[src/rtl/event_byte_decoder.sv]
// Reassembles a serial byte stream into 7-byte DVS event packets (header, x, y, t)
// and presents each event on a valid/ready output register; drops and counts bad packets.
module event_byte_decoder #(
    parameter logic [3:0] SYNC_NIBBLE = 4'hE,
    parameter int         TIMEOUT     = 64,
    parameter int         TO_W        = 8
) (
    input  logic        clk,
    input  logic        rst_n,
    input  logic [7:0]  in_data,
    input  logic        in_valid,
    output logic        in_ready,
    output logic [15:0] x_out,
    output logic [15:0] y_out,
    output logic [15:0] t_out,
    output logic        p_out,
    output logic        out_valid,
    input  logic        out_ready,
    output logic        in_sync,
    output logic [7:0]  err_cnt
);

    localparam logic [TO_W-1:0] TO_LAST = (TIMEOUT > 0) ? TO_W'(TIMEOUT - 1) : '0;

    typedef enum logic [2:0] {
        HUNT = 3'd0,
        XH   = 3'd1,
        XL   = 3'd2,
        YH   = 3'd3,
        YL   = 3'd4,
        TH   = 3'd5,
        TL   = 3'd6
    } state_t;

    state_t          state;
    logic [TO_W-1:0] idle_cnt;
    logic [15:0]     x_sh;
    logic [15:0]     y_sh;
    logic [7:0]      t_hi;
    logic            p_sh;

    logic stalled;
    logic accept;
    logic header_ok;
    logic bad_header;
    logic timeout_hit;

    // Only the final byte can stall: it needs a free (or draining) output register.
    assign stalled     = (state == TL) && out_valid && !out_ready;
    assign in_ready    = !stalled;
    assign accept      = in_valid && in_ready;
    assign header_ok   = (in_data[7:4] == SYNC_NIBBLE) && (in_data[3:1] == 3'b000);
    assign bad_header  = accept && (state == HUNT) && !header_ok;
    assign timeout_hit = (TIMEOUT != 0) && !accept && !stalled && (state != HUNT)
                         && (idle_cnt == TO_LAST);
    assign in_sync     = (state != HUNT);

    always_ff @(posedge clk or negedge rst_n) begin
        if (!rst_n) begin
            state     <= HUNT;
            idle_cnt  <= '0;
            x_sh      <= '0;
            y_sh      <= '0;
            t_hi      <= '0;
            p_sh      <= 1'b0;
            x_out     <= '0;
            y_out     <= '0;
            t_out     <= '0;
            p_out     <= 1'b0;
            out_valid <= 1'b0;
            err_cnt   <= '0;
        end else begin
            if ((bad_header || timeout_hit) && (err_cnt != 8'hFF)) begin
                err_cnt <= err_cnt + 8'd1;
            end

            // A load in TL below overrides this clear when both happen together.
            if (out_valid && out_ready) begin
                out_valid <= 1'b0;
            end

            if (accept) begin
                idle_cnt <= '0;
                case (state)
                    HUNT: begin
                        if (header_ok) begin
                            p_sh  <= in_data[0];
                            state <= XH;
                        end
                    end
                    XH: begin
                        x_sh[15:8] <= in_data;
                        state      <= XL;
                    end
                    XL: begin
                        x_sh[7:0] <= in_data;
                        state     <= YH;
                    end
                    YH: begin
                        y_sh[15:8] <= in_data;
                        state      <= YL;
                    end
                    YL: begin
                        y_sh[7:0] <= in_data;
                        state     <= TH;
                    end
                    TH: begin
                        t_hi  <= in_data;
                        state <= TL;
                    end
                    TL: begin
                        x_out     <= x_sh;
                        y_out     <= y_sh;
                        t_out     <= {t_hi, in_data};
                        p_out     <= p_sh;
                        out_valid <= 1'b1;
                        state     <= HUNT;
                    end
                    default: state <= HUNT;
                endcase
            end else if (timeout_hit) begin
                state    <= HUNT;
                idle_cnt <= '0;
            end else if ((TIMEOUT != 0) && (state != HUNT) && !stalled) begin
                idle_cnt <= idle_cnt + TO_W'(1);
            end
        end
    end

endmodule

[config.mk]
export PLATFORM = sky130hd
export DESIGN_NAME = event_byte_decoder
export DESIGN_NICKNAME = d
export VERILOG_FILES = /design/src/rtl/event_byte_decoder.sv
export SDC_FILE = /design/constraint.sdc
export NUM_CORES = 1
export LEC_CHECK = 0
export BUFFER_PORTS_ARGS = -buffer_cell sky130_fd_sc_hd__buf_2
export CAP_MARGIN = 20
export CORE_ASPECT_RATIO = 1.5
export CORE_MARGIN = 2
export CORE_UTILIZATION = 60
export DETAILED_ROUTE_END_ITERATION = 6
export PLACE_DENSITY_LB_ADDON = 0.25
export SETUP_SLACK_MARGIN = 0.4
export SLEW_MARGIN = 20
export SYNTH_ARGS = -nofsm -noshare
export SYNTH_HDL_FRONTEND = slang
export SYNTH_SLANG_ARGS = --single-unit
[constraint.sdc]
create_clock -name clk -period 3.35 [get_ports clk]
set_input_delay 0.1675 -clock clk [delete_from_list [all_inputs] [get_ports clk]]
set_output_delay 0.1675 -clock clk [all_outputs]
set_load 0.05 [all_outputs]
* Word-level counts from Yosys, hierarchy flattened
Cells that the tools add are included.
** Cells by class
- $add $sub $neg :: 2
- Eq/ne operators :: 10
- Mux-type cells :: 10
- Reduce and logical (&&, ||, !) cells :: 30
** Operators by type and width (count)
- 8-bit 2-to-1 mux :: 3
- 3-bit one-hot mux with 6 select lines :: 1
- 8-bit by 1-bit adder with 8-bit output, second input constant :: 2
- 2-bit AND reduction :: 7
- 1-bit logical AND :: 12
- 3-bit == test, second input constant :: 3
- 3-bit 2-to-1 mux :: 3
- 8-bit by 6-bit == test with 1-bit output, second input constant :: 1
- 8-bit != test, second input constant :: 1
- 3-bit by 2-bit == test with 1-bit output, second input constant :: 2
- 3-bit zero test :: 2
- 3-bit nonzero test :: 2
- 4-bit == test, second input constant :: 1
- 1-bit zero test :: 4
- 3-bit by 1-bit == test with 1-bit output, second input constant :: 1
- 1-bit 2-to-1 mux :: 3
- 3-bit != test, second input constant :: 1
- 3-bit AND reduction :: 1
- 2-bit nonzero test :: 1
- 1-bit logical OR :: 1
** Word-level totals
- Bits in registers :: 110
- Input bits :: 12
- Output and inout port bits :: 60
- Logic and storage cells :: 66

* Longest topological paths before layout
Gate-level depths: netlist of the first run.
- Word-level depth :: 11
- Depth in mapped cells :: 7
- Mapped depth without buffers :: 5

* Least setup slack after synthesis of the first run
Ideal clock, no wire load.
- Kind :: register -> register
- Start point :: register out_valid
- End point :: register x_out[0]
- Library setup time :: 0.125 ns
- Arrival :: 1.807 ns
- Data required time :: 3.225 ns
- Path slack :: 1.418 ns
- Cell stages (with the launch flop) :: 7
- Buffers on the path :: 2
- Period minus slack after synthesis :: 1.932 ns
- Path through :: dfrtp_1 > nand4b_2 > nor2_1 > nor3_2 > buf_2 > buf_6 > mux2_2
** Between the ends
- Cells in the longest elaborated chain, start to end :: 5
** RTL lines
- from (decl) :: RTL line 17 : output logic out_valid,
- from (signal assigned) :: RTL line 70 : out_valid <= 1'b0;
- from (signal assigned) :: RTL line 79 : out_valid <= 1'b0;
- from (signal assigned) :: RTL line 116 : out_valid <= 1'b1;
- 1-bit logical AND (2 in a row) :: RTL line 49 : assign stalled = (state == TL) && out_valid && !out_ready;
- 1-bit zero test :: RTL line 50 : assign in_ready = !stalled;
- 1-bit logical AND :: RTL line 51 : assign accept = in_valid && in_ready;
- 2-bit AND reduction (no line)
- to (signal assigned) :: RTL line 112 : x_out <= x_sh;
- to (decl) :: RTL line 13 : output logic [15:0] x_out,
No other way between the ends.
A chain may end at the register's enable or synchronous reset.

* Worst setup path after layout of the first run
- Start point :: register state[0]
- End point :: register y_out[6]
** Between the ends
- Cells in the longest elaborated chain, start to end :: 6
** RTL lines
- from (decl) :: RTL line 35 : state_t state;
- from (signal assigned) :: RTL line 60 : state <= HUNT;
- from (signal assigned) :: RTL line 88 : state <= XH;
- from (signal assigned) :: RTL line 93 : state <= XL;
- 3-bit == test * :: RTL line 49, 84
- 1-bit logical AND (2 in a row) :: RTL line 49
- 1-bit zero test :: RTL line 50
- 1-bit logical AND :: RTL line 51
- 2-bit AND reduction (no line) *
- to (signal assigned) :: RTL line 113 : y_out <= y_sh;
- to (decl) :: RTL line 14 : output logic [15:0] y_out,
Mark *: on every way between the ends. The rest lies on a longest branch, timed or not.

==> summary.txt, run 1 <==
Die
  – Effective utilization at floorplan: 0.6111
  – Core Area: 0.007515 mm2
  – Die extent in x: 75.43 um
  – Die height: 111.1 um
  – # IOs: 72
  – Std cell rows: 39
  – Area of the die: 0.008384 mm2

Global route
  – Total congestion overflow: 0
  – GRT Total Usage: 0.2391
  – Global-route wire length before repair: 15.04 mm
  – Via count of the first global-routing pass: 2912
  – Largest net degree at the start of global routing: 58
  – Number of antenna violations at the first check in global routing: 0

Drt
  – Met3 layer wire length in the routed design: 288 um
  – Initial DRC count: 145
  – Final routed wirelength across all metal layers: 9.111 mm
  – Routed length on met2: 4.900 mm
  – First-pass iteration count of the detailed router: 4
  – Via count: 2860
  – Vias per cell: 5.652
  – Highest routing layer actually used: met4
  – Routed length on met1: 3.775 mm
  – Avg WL per Cell: 18.01 um
  – Count of unresolved DRC violations after routing: 0
  – Antenna-violating nets left: 0

Flow run
  – Reported max-cap violation count: 0

Placed design
  – Number of buffers added on ports: 71
  – Detailed placement HPWL: 6.236 mm
  – Final Wtd Congestion: 0.8678

Timing
  – Maximum clock skew at final layout: 0.006211 ns
  – Clock period minus worst slack: 2.190 ns
  – Count of endpoints failing setup in the final report: 0
  – Portion of the clock cycle consumed by the worst path in the final layout: 0.6537
  – Worst Max-Slew Pin Slew: 0.8051 ns
  – Final setup TNS: 0 ns
  – Final count of pins violating max slew: 0
  – Maximum achievable frequency: 456.7 MHz
  – Setup repair after global routing missed its margin: false
  – Slew headroom: 0.4597
  – Final Hold Vio Count: 0

Clock network
  – Buffer cell driving the clock tree root: clkbuf_16
  – H-tree depth reported by CTS: 3
  – Number of clock buffers inserted by TritonCTS: 9
  – Maximum root-to-sink buffer count: 2
  – Number of clock sinks seen by CTS: 110
  – Gates resized, CTS repair: 0
  – Latest clock arrival within the worst-skew pair: 0.34 ns
  – TritonCTS clock tree: done
  – Clock-pin slew of the registers on the worst-case setup and hold paths: 0.07 ns

Setup path
  – Worst path required time: 3.57 ns
  – Cell with the biggest individual delay on the critical path: buf_4
  – Worst setup path class: reg2reg
  – Nature of the critical path endpoint: register
  – Reg2reg path depth: 4
  – CP max stage delay: 0.54 ns
  – Cells along the critical path: nand2b_1, nor3_4, buf_4, mux2_2
  – Critical Path Start Type: register
  – Maximum fanout encountered on the critical timing path: 49
  – Data arrival time at the worst-slack endpoint: 2.41 ns

Yosys
  – Number of cells produced by synthesis: 327
  – Cell variety after synth: 48
  – Nets in the synthesized netlist: 341
  – Synthesized area divided by synthesized cell count: 14.04 um2
  – Seq/Total Area, Yosys: 0.5995
  – Top cells by area in the synthesized netlist: dfrtp_1 60%, mux2_2 23%, o211ai_1 1.3%
  – Number of synthesized register bits: 110
  – Portion of synthesized cell area occupied by the leading cell type: 0.5995
  – Netlist area before placement: 0.004592 mm2
  – Largest area contributor in the netlist: dfrtp_1
  – Yosys synthesis warning count: 0

Finish
  – Diode count: 0
  – Final-stage net count: 413
  – Number of inserted filler cells in the final layout: 521
  – Fraction of layout instances using a drive strength above 1: 0.4703
  – Area grow syn2layout: 16.08%

Power
  – Part of the total power dissipated in sequential elements: 0.394
  – Proportion of power drawn by combinational gates: 0.419
  – Share of total power in the clock network: 0.187
  – PwrDens: 1075 mW/mm2
  – Total power: 5728 uW
  – Internal power of the cells: 3290 uW
  – Fraction of power spent switching nets: 0.4256
  – Net load switching power: 2438 uW
  – Max IR drop VDD: 723.8 uV
  – Lkg Pwr: 0.002440 uW

Hold path
  – Hold path cells: 2
  – Worst min path class: in2reg

Run status
  – Run status: complete, no violations
-- kinds of logic (layout without fill, tap and decap cells) --
family                   count (synthesis)  after routing  share of synthesized area
flip-flops                             110            110                     0.5995
multiplexers                            94             94                     0.2302
AND/OR/NAND/NOR                         57             57                    0.07194
AO/OA/AOI/OAI                           41             41                    0.06349
buffers and inverters                   20             97                    0.02371
XOR/XNOR                                 3              3                   0.005723
adder cells (fa/ha/maj)                  2              2                   0.005449
-- critical path: cells and delay by family, from the launching register on --
kind          cells  cell delay [ns]
buf+inv           1             0.54
flops             1             0.53
mux               1             0.41
simple gates      2             0.57
-- flip-flops by register name (all words and copies together), names as in the netlist --
| name | count |
|---|---|
| err_cnt | 8 |
| idle_cnt | 8 |
| out_valid | 1 |
| p_out | 1 |
| p_sh | 1 |
| state | 3 |
| t_hi | 8 |
| t_out | 16 |
| x_out | 16 |
| x_sh | 16 |
| y_out | 16 |
| y_sh | 16 |
-- synthesized netlist by cell type (all sizes together) --
master   instances
nand3            7
nand2           11
o21ai            7
a22o             1
a41oi            1
o211ai           8
buf             12
xnor2            1
o211a            1
clkbuf           2
dfrtp          110
or2              3
a21oi           11
xor2             2
a311oi           2
nor4b            1
and3             5
and4             1
nand4b           1
nand2b           3
and2             2
a41o             1
a311o            1
o2111ai          1
nor2b            1
o32ai            2
mux2            93
mux2i            1
nor2             7
nor3             4
inv              6
o22ai            2
a211oi           1
nand4            4
nor3b            1
a22oi            1
o21a             1
or3              6
ha               2
-- through the flow --
stage / util / setup WS [ns] / instances / cell area (um2) / hold WS (ns)
floorplan: - / 1.418 / 327 / 4592 / -0.1281
global placement: 0.6680 / 1.231 / 489 / 5020 / 0.2630
detailed placement: 0.6680 / 1.191 / 489 / 5020 / 0.2672
CTS: 0.7093 / 1.163 / 506 / 5330 / 0.02151
global route: 0.7093 / 0.9984 / 506 / 5330 / 0.02547
finish: 0.7093 / 1.160 / 506 / 5330 / 0.03266
-- power groups by stage --
stage / registers [uW] / logic, uW / clock network, uW
final: 2260 / 2400 / 1070
after global routing: 2330 / 2540 / 1140
after CTS: 2260 / 2420 / 1090
after detailed placement: 2270 / 2420 / 0
after global placement: 2240 / 2360 / 0
after floorplan: 3240 / 893 / 0
-- layer usage --
| metal | vias to the layer above | track usage |
|---|---|---|
| li1 | 1339 | - |
| met1 | 1456 | 0.3127 |
| met2 | 53 | 0.3942 |
| met3 | 12 | 0.03909 |
| met4 | 0 | 0.08772 |
| met5 | - | 0 |
-- cell usage in the layout (no fill, tap or decap), types with 2 or more instances in the layout --
| cell type | count |
|---|---|
| or3_1 | 6 |
| buf_4 | 4 |
| mux2_2 | 92 |
| or2_2 | 2 |
| nor2_1 | 6 |
| o22ai_1 | 2 |
| a21oi_1 | 11 |
| nand2b_1 | 3 |
| and2_1 | 2 |
| clkinv_2 | 2 |
| buf_2 | 70 |
| nand3_1 | 7 |
| o21ai_0 | 6 |
| inv_1 | 6 |
| ha_1 | 2 |
| nand2_1 | 11 |
| dfrtp_1 | 110 |
| a311oi_1 | 2 |
| xor2_1 | 2 |
| nor3_1 | 2 |
| and3_1 | 5 |
| clkbuf_16 | 9 |
| o211ai_1 | 8 |
| nand4_1 | 4 |
-- final timing paths --
| check | startpoint | to | slack, ns |
|---|---|---|---|
| max | state[0] | y_out[6] | 1.16 |
| min reg2reg | x_out[15] | x_out[15] | 0.50 |
| min in group asynchronous | rst_n | idle_cnt[0] | 0.41 |
| max in group asynchronous | rst_n | x_out[3] | 2.08 |
| max reg2reg | state[0] | y_out[6] | 1.16 |
| min | out_ready | out_valid | 0.03 |
-- final cells by class --
type                            count  area, um2  area share
Clock buffer                       11      242.7     0.04554
Clock inverter                      5      57.56     0.01080
Inverter                            6      22.52    0.004225
Multi-Input combinational cell    197       1737      0.3258
Sequential cell                   110       2753      0.5164
Tap cell                          102      127.6     0.02394
Timing Repair Buffer               75      390.4     0.07324
-- repair_timing --
item,in CTS,in global routing
hold buffers,1,0
buffers inserted,0,0
endpoints found under the hold margin,55,0
(Power assumes the default switching activity.)
==> run 2: changes to the inputs <==
- CORE_UTILIZATION: 60 -> 56
- clock period: 3.35 -> 2.15 ns (I/O delays scaled with it)
==> summary.txt, run 2 (synthesis results as in run 1) <==
Global route
  – Total congestion overflow: 0
  – Via count of the first global-routing pass: 3108
  – Largest net degree at the start of global routing: 57
  – GRT Total Usage: 0.2279
  – Global-route wire length before repair: 15.65 mm
  – Number of antenna violations at the first check in global routing: 0

Drt
  – First-pass iteration count of the detailed router: 4
  – Initial DRC count: 171
  – Avg WL per Cell: 18.78 um
  – Count of unresolved DRC violations after routing: 0
  – Final routed wirelength across all metal layers: 9.974 mm
  – Antenna-violating nets left: 0
  – Via count: 3092
  – Vias per cell: 5.823

Power
  – PwrDens: 1617 mW/mm2
  – Share of total power in the clock network: 0.170
  – Part of the total power dissipated in sequential elements: 0.387
  – Max IR drop VDD: 1429 uV
  – Internal power of the cells: 5177 uW
  – Total power: 9111 uW
  – Net load switching power: 3934 uW
  – Proportion of power drawn by combinational gates: 0.442
  – Fraction of power spent switching nets: 0.4318
  – Lkg Pwr: 0.002551 uW

Run status
  – Run status: complete, no violations

Finish
  – Area grow syn2layout: 22.70%
  – Number of inserted filler cells in the final layout: 557
  – Most used cells in the layout excluding fill and tap cells: 102 x dfrtp_1, 92 x mux2_2, 69 x buf_2
  – Diode count: 0
  – Final core utilization: 0.7036
  – Fraction of layout instances using a drive strength above 1: 0.5399
  – Most common library cell in the layout ignoring fill and taps: dfrtp_1
  – Final-stage net count: 435

Die
  – Die extent in x: 77.94 um
  – Area of the die: 0.008955 mm2
  – Die height: 114.9 um
  – Std cell rows: 40
  – # IOs: 72
  – Effective utilization at floorplan: 0.5734
  – Core Area: 0.008008 mm2

Clock network
  – Number of clock sinks seen by CTS: 110
  – TritonCTS clock tree: done
  – Number of clock buffers inserted by TritonCTS: 9
  – Latest clock arrival within the worst-skew pair: 0.34 ns
  – H-tree depth reported by CTS: 3
  – Maximum root-to-sink buffer count: 2
  – Buffer cell driving the clock tree root: clkbuf_16
  – Clock-pin slew of the registers on the worst-case setup and hold paths: 0.07 ns

Setup path
  – Maximum fanout encountered on the critical timing path: 5
  – Worst path required time: 2.38 ns
  – Critical Path Start Type: register
  – Nature of the critical path endpoint: register
  – Reg2reg path depth: 4
  – Worst reg2reg endpoint: err_cnt[7]
  – Source of the worst register-to-register timing path: state[2]
  – Register-to-register setup slack: 0.34 ns
  – Worst setup startpoint: state[2]
  – Worst setup path class: reg2reg
  – Data arrival time at the worst-slack endpoint: 2.04 ns

Timing
  – Final count of pins violating max slew: 0
  – Final setup TNS: 0 ns
  – Maximum achievable frequency: 551.9 MHz
  – Slew headroom: 0.6538
  – Fin Hold WS: 0.1163 ns
  – Clock period minus worst slack: 1.812 ns
  – Worst Max-Slew Pin Slew: 0.5179 ns
  – Setup ws final: 0.3380 ns
  – Portion of the clock cycle consumed by the worst path in the final layout: 0.8428
  – Maximum clock skew at final layout: 0.009199 ns
  – Final Hold Vio Count: 0
  – Count of endpoints failing setup in the final report: 0
  – Setup repair after global routing missed its margin: true

Placed design
  – Final Wtd Congestion: 0.8913
  – Number of buffers added on ports: 71
  – Place WS: 0.1555 ns
  – Detailed placement HPWL: 6.551 mm

Hold path
  – Hold path cells: 2
  – Worst hold endpoint: y_sh[7]
  – Worst min path class: in2reg
  – Launch instance of the worst min-delay path: in_data[7]

Flow run
  – Reported max-cap violation count: 0
==> run 2: changes by cell type in the layout (fill, tap and decap cells not counted), moves of 2 or more <==
| cell | previous run | this run |
|---|---|---|
| clkinv_4 | 1 | 3 |
| dfrtp_1 | 110 | 102 |
| buf_6 | 0 | 2 |
| buf_12 | 0 | 2 |
| dfrtp_2 | 0 | 8 |
| nor2_4 | 0 | 2 |
| buf_4 | 4 | 21 |
==> run 2: power groups by stage <==
stage / sequential, uW / combinational, uW / clock [uW]
final: 3530 / 4030 / 1550
after CTS: 3500 / 3970 / 1570
after floorplan: 5060 / 1400 / 0
after global routing: 3630 / 4230 / 1650
after detailed placement: 3540 / 3820 / 0
after global placement: 3490 / 3740 / 0
==> run 2: critical path, stage by stage (launching register included) <==
cell,delay [ns]
dfrtp_2,0.45
or2_4,0.29
a311o_2,0.38
o32ai_2,0.23
mux2_1,0.35
==> run 2: metal layers <==
| layer | share of wire | track usage | vias to the layer above |
|---|---|---|---|
| li1 | - | - | 1388 |
| met1 | 0.40 | 0.2773 | 1616 |
| met2 | 0.55 | 0.4069 | 74 |
| met3 | 0.036 | 0.04082 | 14 |
| met4 | 0.018 | 0.08304 | 0 |
| met5 | 0 | 0 | - |
==> run 2: repair_timing <==
| action | in CTS | in global routing |
|---|---|---|
| hold endpoints to repair | 30 | 0 |
| gates resized for setup | 16 | 13 |
| pin swaps | 2 | 6 |
| setup endpoints to repair | 77 | 86 |
| gates cloned | 0 | 1 |
| buffers inserted | 7 | 5 |
| hold buffers | 2 | 0 |
==> run 2: final cells by class <==
cell class,instances,area (um2),share of cell area
Clock buffer,10,229.0,0.04064
Clock inverter,6,47.55,0.008439
Inverter,6,22.52,0.003997
Multi-Input combinational cell,197,1831,0.3249
Sequential cell,110,2763,0.4903
Tap cell,105,131.4,0.02332
Timing Repair Buffer,97,610.6,0.1084
==> run 2: worst max path at each step <==
stage	slack [ns]	endpoint	cells after the start
after floorplan	0.31	err_cnt[7]	6
after global placement	0.18	err_cnt[1]	4
after detailed placement	0.16	err_cnt[1]	4
after CTS	0.32	err_cnt[7]	4
after global routing	0.32	err_cnt[7]	4
final	0.34	err_cnt[7]	4
==> run 2: stage by stage <==
step,std cells,instance area [um2]
floorplan,327,4603
global placement,500,5101
detailed placement,500,5101
CTS,525,5510
global route,531,5634
finish,531,5634
